===== src/rtl/sram_stream_pkg.sv =====
// ---------------------------------------------------------------------------
// sram_stream_pkg
//   Shared definitions for the SramTop byte-stream side (io_Wr_N_* / io_Rd_N_*).
//   Used by pkt_stream_tx today and intended for the matching pkt_stream_rx
//   checker on the read side.
//
//   Contents:
//     STREAM_DATA_W / STREAM_LEN_W : default payload and length widths
//     state_e                      : transmitter FSM encoding (IDLE/SEND/GAP)
//     stream_beat_t                : one stream beat {data, sop, eop}
// ---------------------------------------------------------------------------
package sram_stream_pkg;

   localparam int STREAM_DATA_W = 8;
   localparam int STREAM_LEN_W  = 8;

   typedef enum logic [1:0] {
      IDLE = 2'd0,
      SEND = 2'd1,
      GAP  = 2'd2
   } state_e;

   typedef struct packed {
      logic [STREAM_DATA_W-1:0] data;
      logic                     sop;
      logic                     eop;
   } stream_beat_t;

endpackage


===== src/rtl/pkt_stream_tx.sv =====
// ---------------------------------------------------------------------------
// pkt_stream_tx
//   Command-driven packet source for one SramTop write port. Each accepted
//   command produces one framed packet of cmd_len+1 incrementing bytes
//   starting at cmd_seed, followed by cmd_gap idle cycles before the next
//   command can be taken.
//
//   Handshakes: a transfer happens on a rising clock edge where both valid
//   and ready are high. A source holding valid keeps its payload stable until
//   that edge; ready may change freely and has no effect while valid is low.
//
//   Ports:
//     clock, reset         clock and asynchronous active-low reset
//     cmd_valid/cmd_ready  command handshake (accepted only in IDLE)
//     cmd_len              beats minus one
//     cmd_seed             first payload byte
//     cmd_gap              idle cycles after the eop handshake
//     out_valid/out_ready  beat handshake towards io_Wr_N_*
//     out_data/sop/eop     beat payload and framing
//     busy                 FSM is not IDLE
//     pkt_cnt              packets completed (eop handshakes), wrapping
//     state_dbg            current FSM state, for checkers and debug
// ---------------------------------------------------------------------------
module pkt_stream_tx
   import sram_stream_pkg::*;
#(
   parameter int DATA_W = STREAM_DATA_W,
   parameter int LEN_W  = STREAM_LEN_W,
   parameter int GAP_W  = 4,
   parameter int CNT_W  = 16
) (
   input  logic              clock,
   input  logic              reset,
   input  logic              cmd_valid,
   output logic              cmd_ready,
   input  logic [LEN_W-1:0]  cmd_len,
   input  logic [DATA_W-1:0] cmd_seed,
   input  logic [GAP_W-1:0]  cmd_gap,
   output logic              out_valid,
   output logic [DATA_W-1:0] out_data,
   output logic              out_sop,
   output logic              out_eop,
   input  logic              out_ready,
   output logic              busy,
   output logic [CNT_W-1:0]  pkt_cnt,
   output logic [1:0]        state_dbg
);

   localparam logic [1:0] ST_IDLE = IDLE;
   localparam logic [1:0] ST_SEND = SEND;
   localparam logic [1:0] ST_GAP  = GAP;

   logic [1:0]        state_q,    state_d;
   logic [LEN_W-1:0]  len_q,      len_d;
   logic [GAP_W-1:0]  gap_q,      gap_d;
   logic [LEN_W-1:0]  beat_q,     beat_d;
   logic [GAP_W-1:0]  gap_cnt_q,  gap_cnt_d;
   logic [DATA_W-1:0] data_q,     data_d;
   logic              sop_q,      sop_d;
   logic              eop_q,      eop_d;
   logic              valid_q,    valid_d;
   logic [CNT_W-1:0]  cnt_q,      cnt_d;
   // Holds cmd_ready low while reset is asserted even though the FSM sits
   // in IDLE; it rises on the first clock edge after release.
   logic              ready_en_q, ready_en_d;

   always_comb begin
      state_d    = state_q;
      len_d      = len_q;
      gap_d      = gap_q;
      beat_d     = beat_q;
      gap_cnt_d  = gap_cnt_q;
      data_d     = data_q;
      sop_d      = sop_q;
      eop_d      = eop_q;
      valid_d    = valid_q;
      cnt_d      = cnt_q;
      ready_en_d = 1'b1;
      cmd_ready  = 1'b0;

      case (state_q)
         ST_IDLE: begin
            cmd_ready = ready_en_q;
            if (cmd_valid && ready_en_q) begin
               len_d   = cmd_len;
               gap_d   = cmd_gap;
               beat_d  = '0;
               // The first beat is registered here so it is valid the
               // cycle right after the command handshake.
               data_d  = cmd_seed;
               sop_d   = 1'b1;
               eop_d   = (cmd_len == '0);
               valid_d = 1'b1;
               state_d = ST_SEND;
            end
         end

         ST_SEND: begin
            // Without a handshake every output register simply holds.
            if (valid_q && out_ready) begin
               if (eop_q) begin
                  valid_d = 1'b0;
                  sop_d   = 1'b0;
                  eop_d   = 1'b0;
                  cnt_d   = cnt_q + CNT_W'(1);
                  if (gap_q == '0) begin
                     state_d = ST_IDLE;
                  end else begin
                     gap_cnt_d = gap_q;
                     state_d   = ST_GAP;
                  end
               end else begin
                  beat_d = beat_q + LEN_W'(1);
                  data_d = data_q + DATA_W'(1);
                  sop_d  = 1'b0;
                  eop_d  = ((beat_q + LEN_W'(1)) == len_q);
               end
            end
         end

         ST_GAP: begin
            // Loaded with gap on the eop handshake; reaching IDLE after the
            // count of 1 gives exactly gap idle cycles before cmd_ready.
            gap_cnt_d = gap_cnt_q - GAP_W'(1);
            if (gap_cnt_q == GAP_W'(1)) begin
               state_d = ST_IDLE;
            end
         end

         default: begin
            state_d = ST_IDLE;
            valid_d = 1'b0;
            sop_d   = 1'b0;
            eop_d   = 1'b0;
         end
      endcase
   end

   always_ff @(posedge clock or negedge reset) begin
      if (!reset) begin
         state_q    <= ST_IDLE;
         len_q      <= '0;
         gap_q      <= '0;
         beat_q     <= '0;
         gap_cnt_q  <= '0;
         data_q     <= '0;
         sop_q      <= 1'b0;
         eop_q      <= 1'b0;
         valid_q    <= 1'b0;
         cnt_q      <= '0;
         ready_en_q <= 1'b0;
      end else begin
         state_q    <= state_d;
         len_q      <= len_d;
         gap_q      <= gap_d;
         beat_q     <= beat_d;
         gap_cnt_q  <= gap_cnt_d;
         data_q     <= data_d;
         sop_q      <= sop_d;
         eop_q      <= eop_d;
         valid_q    <= valid_d;
         cnt_q      <= cnt_d;
         ready_en_q <= ready_en_d;
      end
   end

   assign out_valid = valid_q;
   assign out_data  = data_q;
   assign out_sop   = sop_q;
   assign out_eop   = eop_q;
   assign busy      = (state_q != ST_IDLE);
   assign pkt_cnt   = cnt_q;
   assign state_dbg = state_q;

endmodule

===== config.mk =====
export PLATFORM = sky130hd
export DESIGN_NAME = pkt_stream_tx
export DESIGN_NICKNAME = d
export VERILOG_FILES = /design/src/rtl/sram_stream_pkg.sv /design/src/rtl/pkt_stream_tx.sv
export SDC_FILE = /design/constraint.sdc
export NUM_CORES = 1
export LEC_CHECK = 0
export BUFFER_PORTS_ARGS = -buffer_cell sky130_fd_sc_hd__buf_2
export CAP_MARGIN = 20
export CELL_PAD_IN_SITES_DETAIL_PLACEMENT = 2
export CELL_PAD_IN_SITES_GLOBAL_PLACEMENT = 2
export CORE_UTILIZATION = 37
export CTS_CLUSTER_DIAMETER = 50
export DETAILED_ROUTE_END_ITERATION = 7
export HOLD_SLACK_MARGIN = 0.02
export MAX_ROUTING_LAYER = met4
export PLACE_DENSITY = 0.93
export RECOVER_POWER = 50
export SYNTH_ARGS = -nofsm -noshare
export SYNTH_HDL_FRONTEND = slang
export SYNTH_SLANG_ARGS = --single-unit

===== constraint.sdc =====
create_clock -name clock -period 5.43 [get_ports clock]
set_input_delay 1.086 -clock clock [delete_from_list [all_inputs] [get_ports clock]]
set_output_delay 1.086 -clock clock [all_outputs]
set_load 0.01 [all_outputs]

# --- After elaboration in Yosys (flattened, before gate mapping) ---
# Cells that the tools add are included.
totals:
  output_inout_bits: 31
  wordCells: 70
  regBits: 54
op_classes:
  mux: 29
  add_sub_neg: 4
  bitwise: 1
  n_eq_ne: 10
  reduce_logical: 15
ops:
  columns: ["cell", "n"]
  rows:
  - ["$mux 8", 6]
  - ["$pmux 8 s2", 2]
  - ["$add 16x1->16 const B", 1]
  - ["$add 8x1->8 const B", 2]
  - ["$reduce_and 4->1", 4]
  - ["$mux 4", 3]
  - ["$ne 2x2->1 const B", 6]
  - ["$mux 2", 5]
  - ["$pmux 1 s3", 3]
  - ["$eq 8x8->1", 1]
  - ["$logic_not 8->1", 1]
  - ["$mux 1", 8]
  - ["$pmux 4 s2", 1]
  - ["$pmux 2 s3", 1]
  - ["$reduce_and 3->1", 2]
  - ["$reduce_bool 2->1", 3]
  - ["$eq 4x1->1 const B", 1]
  - ["$logic_not 4->1", 1]
  - ["$sub 4x1->4 const B", 1]
  - ["$eq 2x1->1 const B", 1]
  - ["$eq 2x2->1 const B", 1]
  - ["$logic_and 1x1->1", 2]
  - ["$logic_not 2->1", 1]
  - ["$reduce_and 2->1", 1]
  - ["$not 1->1", 1]

# --- Depth between registers and ports, before layout ---
# Gate-level depths: netlist (run 1).
logic_depth:
  ltp_word: 5
  mapped_depth: 7

# --- Worst setup path after synthesis (run 1) ---
# No wires, ideal clock.
synth_path:
  kind: "in2reg"
  startpoint: "input port out_ready"
  endpoint: "register eop_q, in the netlist out_eop"
  arrival_time_ns: 2.558
  setup_ns: 0.076
  required_time_ns: 5.354
  path_stages: 6
  path_slack_ns: 2.796
  n_path_buf: 1
  path_cell_list: "nand2_1 > or3_1 > buf_2 > or4_1 > a2111o_1 > o21ai_1"
synth_via:
  elab_chain_len: 3
synth_lines:
  columns: ["item", "line", "rtl"]
  rows:
  - ["from (decl)", "pkt_stream_tx.sv:43", "input logic out_ready,"]
  - ["$logic_and 1x1->1", "pkt_stream_tx.sv:100", "if (valid_q && out_ready) begin"]
  - ["$ne 2x2->1 (no source line)", null, null]
  - ["$reduce_and 3->1 (no source line)", null, null]
  - ["to (signal assigned)", "pkt_stream_tx.sv:160", "eop_q <= eop_d;"]
  - ["to (decl)", "pkt_stream_tx.sv:60", "logic eop_q, eop_d;"]
# Every way passes these cells.
# A chain may end at the register's enable or synchronous reset.

==> results of run 1 <==
flip-flops by register name, summed over array words and instances, names as in the netlist:
| name | flops |
|---|---|
| out_data | 8 |
| out_valid | 1 |
| state_dbg | 2 |
| beat_q | 8 |
| pkt_cnt | 16 |
| len_q | 8 |
| gap_q | 4 |
| gap_cnt_q | 4 |
| ready_en_q | 1 |
| out_eop | 1 |
| out_sop | 1 |
metrics by stage:
step                      hold WS (ns)  instance area, um2
after CTS                        0.493                3240
after global placement           0.456                3130
final                            0.488                3230
after detailed placement         0.476                3130
after global routing             0.515                3230
after floorplan                  0.495                2770
layout by cell type, fill, tap and decap left out, types with 2 or more instances in the layout:
cell type and count:
dfrtp_1 54, buf_2 50, nand2_1 31, o21ai_0 18, xnor2_1 16, nor2_1 14
nand3_1 14, a21oi_1 13, mux2_2 13, xor2_1 10, inv_1 9, nor2b_1 8
ha_1 5, clkbuf_8 5, clkbuf_1 5, and3_1 4, o31ai_1 4, nor3_1 4
nand4_1 4, nand2b_1 3, a21o_1 3, nor3b_1 3, mux2i_1 3, nor4_1 3
nand3b_1 2, a22o_1 2, o221a_2 2, a221oi_1 2, o22ai_1 2, a32oi_1 2
o21a_1 2, or4_1 2, a2bb2oi_1 2
cell type report:
class	instances	area (um2)	area share (%)
inverters	9	33.8	1.05
repair buffers	55	269	8.33
multi-input cells	204	1340	41.5
clock buffers	5	68.8	2.13
flip-flops and latches	54	1350	41.8
clock inverters	3	43.8	1.36
well taps	99	124	3.83
metal layers:
metal  vias up  wire, um
li1       1085         -
met5         -         0
met3         9       212
met2        38      3970
met4         0       124
met1      1163      3330
power by group through the flow:
| stage | Clock [mW] | Combinational [mW] | Sequential, mW |
|---|---|---|---|
| after detailed placement | 0 | 0.556 | 0.662 |
| after global routing | 0.300 | 0.616 | 0.674 |
| after floorplan | 0 | 0.396 | 0.626 |
| after CTS | 0.290 | 0.560 | 0.656 |
| after global placement | 0 | 0.516 | 0.650 |
| final | 0.282 | 0.547 | 0.653 |
synth_stat cells, drive strengths merged (3+ instances only):
master  instances  share of area, %
nand3          14               2.5
nand2          31               4.2
and3            4              0.90
nand4           4              0.90
dfrtp          54                49
nand2b          3              0.68
a21oi          13               2.4
clkbuf          8               1.1
nor2b           8               1.8
mux2           13               5.3
xor2           10               3.2
inv             9               1.2
nor3b           3              0.81
o21ai          19               3.4
nor2           14               1.9
o31ai           4               1.1
nor4            3              0.68
ha              5               2.3
a21o            3              0.81
xnor2          16               5.1
mux2i           3               1.1
nor3            4              0.72
final timing paths:
| check | endpoint | depth (start not counted) |
|---|---|---|
| max in group clock | gap_q[2] | 6 |
| min in group asynchronous | len_q[2] | 2 |
| setup / recovery | out_eop | 2 |
| hold reg to reg | pkt_cnt[7] | 1 |
| setup reg to reg | gap_cnt_q[0] | 5 |
| hold / removal | pkt_cnt[7] | 1 |
kinds of logic after synthesis:
kind of cell,count (synthesis),share of synthesized area [%]
simple gates,98,17.9
compound gates,58,13.6
flops,54,48.9
xor+xnor,26,8.23
buf+inv,19,2.67
mux,16,6.38
fa+ha+maj,5,2.26
other cells,1,0.136
==> impl_metrics.py, run 1 <==
metrics = {
    "place": {
        "placedCellCount": 421,
        "pre_cts_ws_ns": 2.40,
        "gp_congestion": 0.782,
        "port_buffers": 54,
        "dp_hpwl_mm": 5.76,
    },
    "global_route": {
        "grt_use_met2_pct": 38.0,
        "use_met3_pct": 3.08,
        "grt_overflow_total": 0,
        "first_global_vias": 2440,
        "grt_util_all_layers_pct": 22.0,
        "antenna_found_initial": 0,
        "met1_usage_pct": 26.1,
        "busiest_layer": "met2",
        "grt_pass1_wl_mm": 12.5,
        "grt_max_degree": 55,
    },
    "setup_path": {
        "cp_top_family": "buffers and inverters",
        "start_kind": "primary input",
        "cp.arrival_ns": 3.30,
        "critPathCaptureType": "async pin",
        "crit_type": "in -> async",
        "r2r_slack_ns": 2.71,
        "cpPeakStageDelay_ns": 2.09,
        "cp_num_buf_inv": 2,
        "required_ns": 5.22,
        "startpoint": "reset",
        "slowest_stage": "clkbuf_1",
        "worstReg2RegStart": "state_dbg[0]",
        "cp_max_fo": 54,
        "crit_chain": "buf_2, clkbuf_1",
    },
    "drt": {
        "ant_nets": 0,
        "drt_iter0_drc": 45,
        "routed_via_density": 5.35,
        "vias": 2295,
        "routed_wl_mm": 7.64,
        "drt_pass1_iterations": 4,
        "wire_per_inst_um": 17.8,
        "drc_errors": 0,
    },
    "sta": {
        "min_period_over_period_pct": 64.6,
        "maxSlewHeadroom_pct": -99.1,
        "tightest_slew_ns": 2.99,
        "grt_setup_unrepaired": "false",
        "post-route-min-period_ns": 3.51,
        "setup_slack_ns": 1.92,
        "clock_skew_ns": 0.0101,
        "setup_viol": 0,
        "hold_violations": 0,
        "setup-tns-final_ns": 0,
        "drv_slew": 55,
        "fmax_mhz": 285,
    },
    "clock_network": {
        "cts_setup_buffers": 0,
        "cts_tree": "done",
        "cts_num_sinks": 54,
        "clk_path_buf_depth": 2,
        "clock_latency_ns": 0.32,
        "cts.clk_slew.worst_paths_ns": 0.10,
        "clock-root-buffer": "clkbuf_8",
        "post_cts_resized": 0,
        "cts_buffers": 5,
        "cts_hold_buf": 0,
        "htree_num_levels": 2,
    },
    "floorplanning": {
        "fp.dieH_um": 88.5,
        "die_x_um": 88.5,
        "fp-row-count": 31,
        "start_util_pct": 38.1,
        "die-area_um2": 7820,
        "ios": 55,
        "core_area_um2": 7250,
    },
    "cells_and_area": {
        "syn_to_final_growth_pct": 16.8,
        "num-nets-final": 358,
        "utilization_pct": 44.5,
        "nFillCells": 830,
        "n_antenna_cell": 0,
        "drive_above_1_share_pct": 22.4,
        "fin_cells": 429,
    },
    "status": {
        "violations": "capacitance limit, slew limit",
        "outcome": "finished with violations",
    },
    "min_path": {
        "hold_start": "pkt_cnt[7]",
        "min_path_type": "reg -> reg",
    },
    "power_and_ir_drop": {
        "leakagePower_nw": 1.53,
        "p_comb_share_pct": 36.9,
        "p_int_uw": 898,
        "switching_share_pct": 39.4,
        "p_switching_uw": 584,
        "seq_power_share_pct": 44.1,
        "power_frac_clock_pct": 19.0,
        "vdd_drop_max_uv": 178,
        "finalPower_mw": 1.48,
        "power_density_nw_per_um2": 459,
    },
    "logic_synthesis": {
        "syn-cell-area_um2": 2770,
        "syn_inst": 277,
        "synth_seq_area_share_pct": 48.9,
        "synth-main-ff-cell": "dfrtp_1",
        "ys_warn_count": 0,
        "syn_nets": 306,
        "ys_types": 45,
        "synth-edff-count": 0,
        "synthArstFlopShare_pct": 100,
        "ys_ff_latch": 54,
        "avgSynthCellArea_um2": 9.98,
    },
    "flow_run": {
        "drv_cap": 1,
    },
}
(Power assumes the default switching activity.)
==> run 2, diff against run 1 <==
--- a/config.mk
+++ b/config.mk
@@ -9,12 +9,12 @@
 export CAP_MARGIN = 20
 export CELL_PAD_IN_SITES_DETAIL_PLACEMENT = 2
 export CELL_PAD_IN_SITES_GLOBAL_PLACEMENT = 2
-export CORE_UTILIZATION = 37
+export CORE_UTILIZATION = 34
 export CTS_CLUSTER_DIAMETER = 50
 export DETAILED_ROUTE_END_ITERATION = 7
 export HOLD_SLACK_MARGIN = 0.02
 export MAX_ROUTING_LAYER = met4
-export PLACE_DENSITY = 0.93
+export PLACE_DENSITY = 0.87
 export RECOVER_POWER = 50
 export SYNTH_ARGS = -nofsm -noshare
 export SYNTH_HDL_FRONTEND = slang
==> constraint.sdc (replaced) <==
create_clock -name clock -period 3.5 [get_ports clock]
set_input_delay 0.7 -clock clock [delete_from_list [all_inputs] [get_ports clock]]
set_output_delay 0.7 -clock clock [all_outputs]
set_load 0.01 [all_outputs]
==> impl_metrics.py, run 2 (synthesis gave the netlist of run 1 again) <==
metrics = {
    "status": {
        "outcome": "completed",
    },
    "clock_network": {
        "cts_num_sinks": 54,
        "cts_buffers": 5,
        "cts_tree": "done",
        "post_cts_resized": 0,
        "clock-root-buffer": "clkbuf_8",
        "cts.clk_slew.worst_paths_ns": 0.11,
        "clk_path_buf_depth": 2,
        "cts_setup_buffers": 0,
        "htree_num_levels": 2,
        "clock_latency_ns": 0.32,
        "cts_hold_buf": 0,
    },
    "cells_and_area": {
        "syn_to_final_growth_pct": 17.7,
        "layout_common_cells": "dfrtp_1, buf_2, nand2_1",
        "num-nets-final": 362,
        "utilization_pct": 41.7,
        "largest_reg_flops": 16,
        "drive_above_1_share_pct": 19.8,
        "final_area_um2": 3260,
        "nFillCells": 898,
        "n_antenna_cell": 0,
        "final_common_cell": "dfrtp_1",
    },
    "setup_path": {
        "cp_max_fo": 17,
        "crit_type": "reg -> reg",
        "cp.arrival_ns": 2.92,
        "critPathCaptureType": "flip-flop",
        "required_ns": 3.74,
        "start_kind": "flip-flop",
    },
    "drt": {
        "routed_via_density": 5.31,
        "vias": 2317,
        "drt_iter0_drc": 91,
        "wire_per_inst_um": 17.6,
        "ant_nets": 0,
        "drc_errors": 0,
        "drt_pass1_iterations": 4,
        "routed_wl_mm": 7.68,
    },
    "place": {
        "port_buffers": 54,
        "dp_hpwl_mm": 5.66,
        "placed_area_um2": 3160,
        "gp_congestion": 0.757,
    },
    "floorplanning": {
        "die-area_um2": 8500,
        "ios": 55,
        "die_x_um": 92.2,
        "fp-row-count": 32,
        "start_util_pct": 35.4,
        "core_area_um2": 7810,
        "fp.dieH_um": 92.2,
    },
    "global_route": {
        "grt_pass1_wl_mm": 13.1,
        "grt_util_all_layers_pct": 20.4,
        "first_global_vias": 2610,
        "grt_overflow_total": 0,
        "antenna_found_initial": 0,
        "grt_max_degree": 21,
    },
    "flow_run": {
        "drv_cap": 0,
    },
    "sta": {
        "clock_skew_ns": 0.00736,
        "drv_slew": 0,
        "fmax_mhz": 373,
        "tightest_slew_ns": 1.11,
        "setup-tns-final_ns": 0,
        "post-route-min-period_ns": 2.68,
        "maxSlewHeadroom_pct": 25.9,
        "setup_viol": 0,
        "grt_setup_unrepaired": "false",
        "min_period_over_period_pct": 76.6,
        "hold_violations": 0,
        "hold_ws_ns": 0.476,
    },
    "power_and_ir_drop": {
        "vdd_drop_max_uv": 259,
        "power_density_nw_per_um2": 717,
        "finalPower_mw": 2.34,
        "leakagePower_nw": 1.50,
    },
    "min_path": {
        "min_path_type": "reg -> reg",
    },
}
## run 2: changes by cell type in the layout (fill, tap and decap cells not counted), sizes merged
cell    previous run  this run
buf               50        42
clkbuf            10        23
clkinv             1         0
## run 2: path summary, 6_finish.rpt
| path | start | endpoint | slack, ns | cells past startpoint |
|---|---|---|---|---|
| max reg2reg | state_dbg[0] | out_eop | 0.82 | 5 |
| min | pkt_cnt[15] | pkt_cnt[15] | 0.48 | 1 |
| max in group asynchronous | reset | beat_q[1] | 1.44 | 2 |
| min in group asynchronous | reset | beat_q[7] | 0.53 | 1 |
| min reg2reg | pkt_cnt[15] | pkt_cnt[15] | 0.48 | 1 |
| max | state_dbg[0] | out_eop | 0.82 | 5 |
## run 2: critical path: stages, from the launching register on
cell and delay (ns):
dfrtp_1 0.69, nand2b_1 0.30, or3_1 0.53, or4_1 0.56, a2111o_1 0.37, o21ai_1 0.14
## run 2: cell type report
type	count	area [um2]	area share [%]
timing repair buffer	59	282	8.65
clock buffer	6	82.6	2.54
clock inverter	2	38.8	1.19
sequential	54	1350	41.5
tap	102	128	3.92
multi-input combinational	204	1340	41.2
inverter	9	33.8	1.04
## run 2: power breakdown
part	internal [mW]	switching (mW)	total (mW)
combinational	0.393	0.466	0.859
sequential	0.794	0.217	1.01
clock	0.236	0.229	0.465
total	1.42	0.912	2.34
## run 2: per-stage QoR
| step | setup slack (ns) | instances |
|---|---|---|
| after detailed placement | 0.933 | 428 |
| final | 0.819 | 436 |
| after global placement | 1.05 | 428 |
| after floorplan | 1.25 | 277 |
| after global routing | 0.629 | 436 |
| after CTS | 0.845 | 436 |
## run 2: per-layer routing
layer | global-route usage, % | routed length (um)
met3 | 2.82 | 174
met2 | 35.5 | 3940
met4 | 5.47 | 97
met5 | - | 0
met1 | 24.8 | 3460
==> run 3, diff against run 2 <==
==> constraint.sdc (replaced) <==
create_clock -name clock -period 2.56 [get_ports clock]
set_input_delay 0.512 -clock clock [delete_from_list [all_inputs] [get_ports clock]]
set_output_delay 0.512 -clock clock [all_outputs]
set_load 0.01 [all_outputs]
==> impl_metrics.py, run 3 (synthesis gave the netlist of run 1 again) <==
metrics = {
    "status": {
        "outcome": "completed",
    },
    "global_route": {
        "first_global_vias": 2628,
        "grt_overflow_total": 0,
        "antenna_found_initial": 0,
        "grt_pass1_wl_mm": 13.4,
        "grt_max_degree": 34,
        "grt_util_all_layers_pct": 20.6,
    },
    "place": {
        "gp_congestion": 0.807,
        "port_buffers": 54,
        "placed_area_um2": 3200,
        "placedCellCount": 432,
        "dp_hpwl_mm": 5.91,
        "pre_cts_ws_ns": 0.376,
    },
    "setup_path": {
        "cp_top_family": "flip-flops",
        "slowest_stage": "dfrtp_1",
        "required_ns": 2.05,
        "cp.arrival_ns": 1.59,
        "start_kind": "flip-flop",
        "cp_num_buf_inv": 2,
        "cpPeakStageDelay_ns": 0.49,
        "crit_chain": "buf_4, or2_2, nor2_1, buf_2",
        "critPathCaptureType": "output pin",
        "cp_max_fo": 10,
        "crit_type": "reg -> out",
    },
    "floorplanning": {
        "die-area_um2": 8500,
        "core_area_um2": 7810,
        "fp-row-count": 32,
        "ios": 55,
        "fp.dieH_um": 92.2,
        "start_util_pct": 35.4,
        "die_x_um": 92.2,
    },
    "clock_network": {
        "clk_path_buf_depth": 2,
        "post_cts_resized": 0,
        "htree_num_levels": 2,
        "clock-root-buffer": "clkbuf_8",
        "cts_hold_buf": 0,
        "cts_tree": "done",
        "clock_latency_ns": 0.32,
        "cts_buffers": 5,
        "cts_num_sinks": 54,
        "cts_setup_buffers": 0,
        "cts.clk_slew.worst_paths_ns": 0.11,
    },
    "cells_and_area": {
        "num-nets-final": 366,
        "utilization_pct": 41.8,
        "final_area_um2": 3260,
        "drive_above_1_share_pct": 21.3,
        "syn_to_final_growth_pct": 18.0,
        "fin_cells": 440,
        "final_common_cell": "dfrtp_1",
        "n_antenna_cell": 0,
        "largest_reg_flops": 16,
        "layout_common_cells": "dfrtp_1, buf_2, nand2_1",
    },
    "sta": {
        "tightest_slew_ns": 1.26,
        "hold_violations": 0,
        "min_period_over_period_pct": 82.0,
        "setup-tns-final_ns": 0,
        "grt_setup_unrepaired": "false",
        "maxSlewHeadroom_pct": 16.1,
        "setup_viol": 0,
        "post-route-min-period_ns": 2.10,
        "setup_slack_ns": 0.461,
        "clock_skew_ns": 0.0154,
        "fmax_mhz": 476,
        "hold_ws_ns": 0.430,
        "drv_slew": 0,
    },
    "drt": {
        "wl_met1_mm": 3.38,
        "vias": 2352,
        "wl_met2_mm": 4.12,
        "dr_wl_met3_um": 243,
        "drc_errors": 0,
        "routed_via_density": 5.35,
        "drt_iter0_drc": 74,
        "ant_nets": 0,
        "wire_per_inst_um": 17.8,
        "routed.top_layer": "met4",
        "routed_wl_mm": 7.83,
        "drt_pass1_iterations": 4,
    },
    "power_and_ir_drop": {
        "finalPower_mw": 3.14,
        "power_density_nw_per_um2": 963,
        "leakagePower_nw": 1.51,
        "vdd_drop_max_uv": 339,
    },
    "flow_run": {
        "drv_cap": 0,
    },
    "min_path": {
        "min_path_type": "in -> async",
    },
}
[run 3: cell types whose count changed in the layout (fill, tap and decap cells not counted)]
cell        change
buf_4           +5
bufinv_16       -1
clkbuf_1        -2
clkbuf_2        +1
clkbuf_8        -1
clkinv_4        +1
clkinvlp_4      +1
[run 3: path summary, 6_finish.rpt]
path	cells after the start	to	from	slack (ns)
min in group clock	2	gap_q[1]	cmd_gap[1]	0.43
setup / recovery	4	cmd_ready	state_dbg[0]	0.46
hold / removal	1	beat_q[7]	reset	0.43
setup reg to reg	5	out_eop	out_valid	0.46
hold reg to reg	1	pkt_cnt[7]	pkt_cnt[7]	0.50
max in group asynchronous	2	pkt_cnt[1]	reset	0.61
[run 3: power breakdown]
| group | internal, mW | switching, mW | leakage [nW] |
|---|---|---|---|
| sequential | 1.09 | 0.281 | 0.688 |
| combinational | 0.571 | 0.689 | 0.780 |
| clock | 0.199 | 0.317 | 0.0447 |
[run 3: layout make-up]
type                            instances  area [um2]
Clock buffer                            5        68.8
Clock inverter                          3        25.0
Fill cell                             897        4540
Inverter                                9        33.8
Multi-Input combinational cell        204        1340
Sequential cell                        54        1350
Tap cell                              102         128
Timing Repair Buffer                   63         317
[run 3: layer usage]
layer  up-vias  global-route usage [%]
li1       1105                       -
met1      1191                    24.6
met2        49                    36.8
met3         7                    3.32
met4         0                    4.17
met5         -                       -
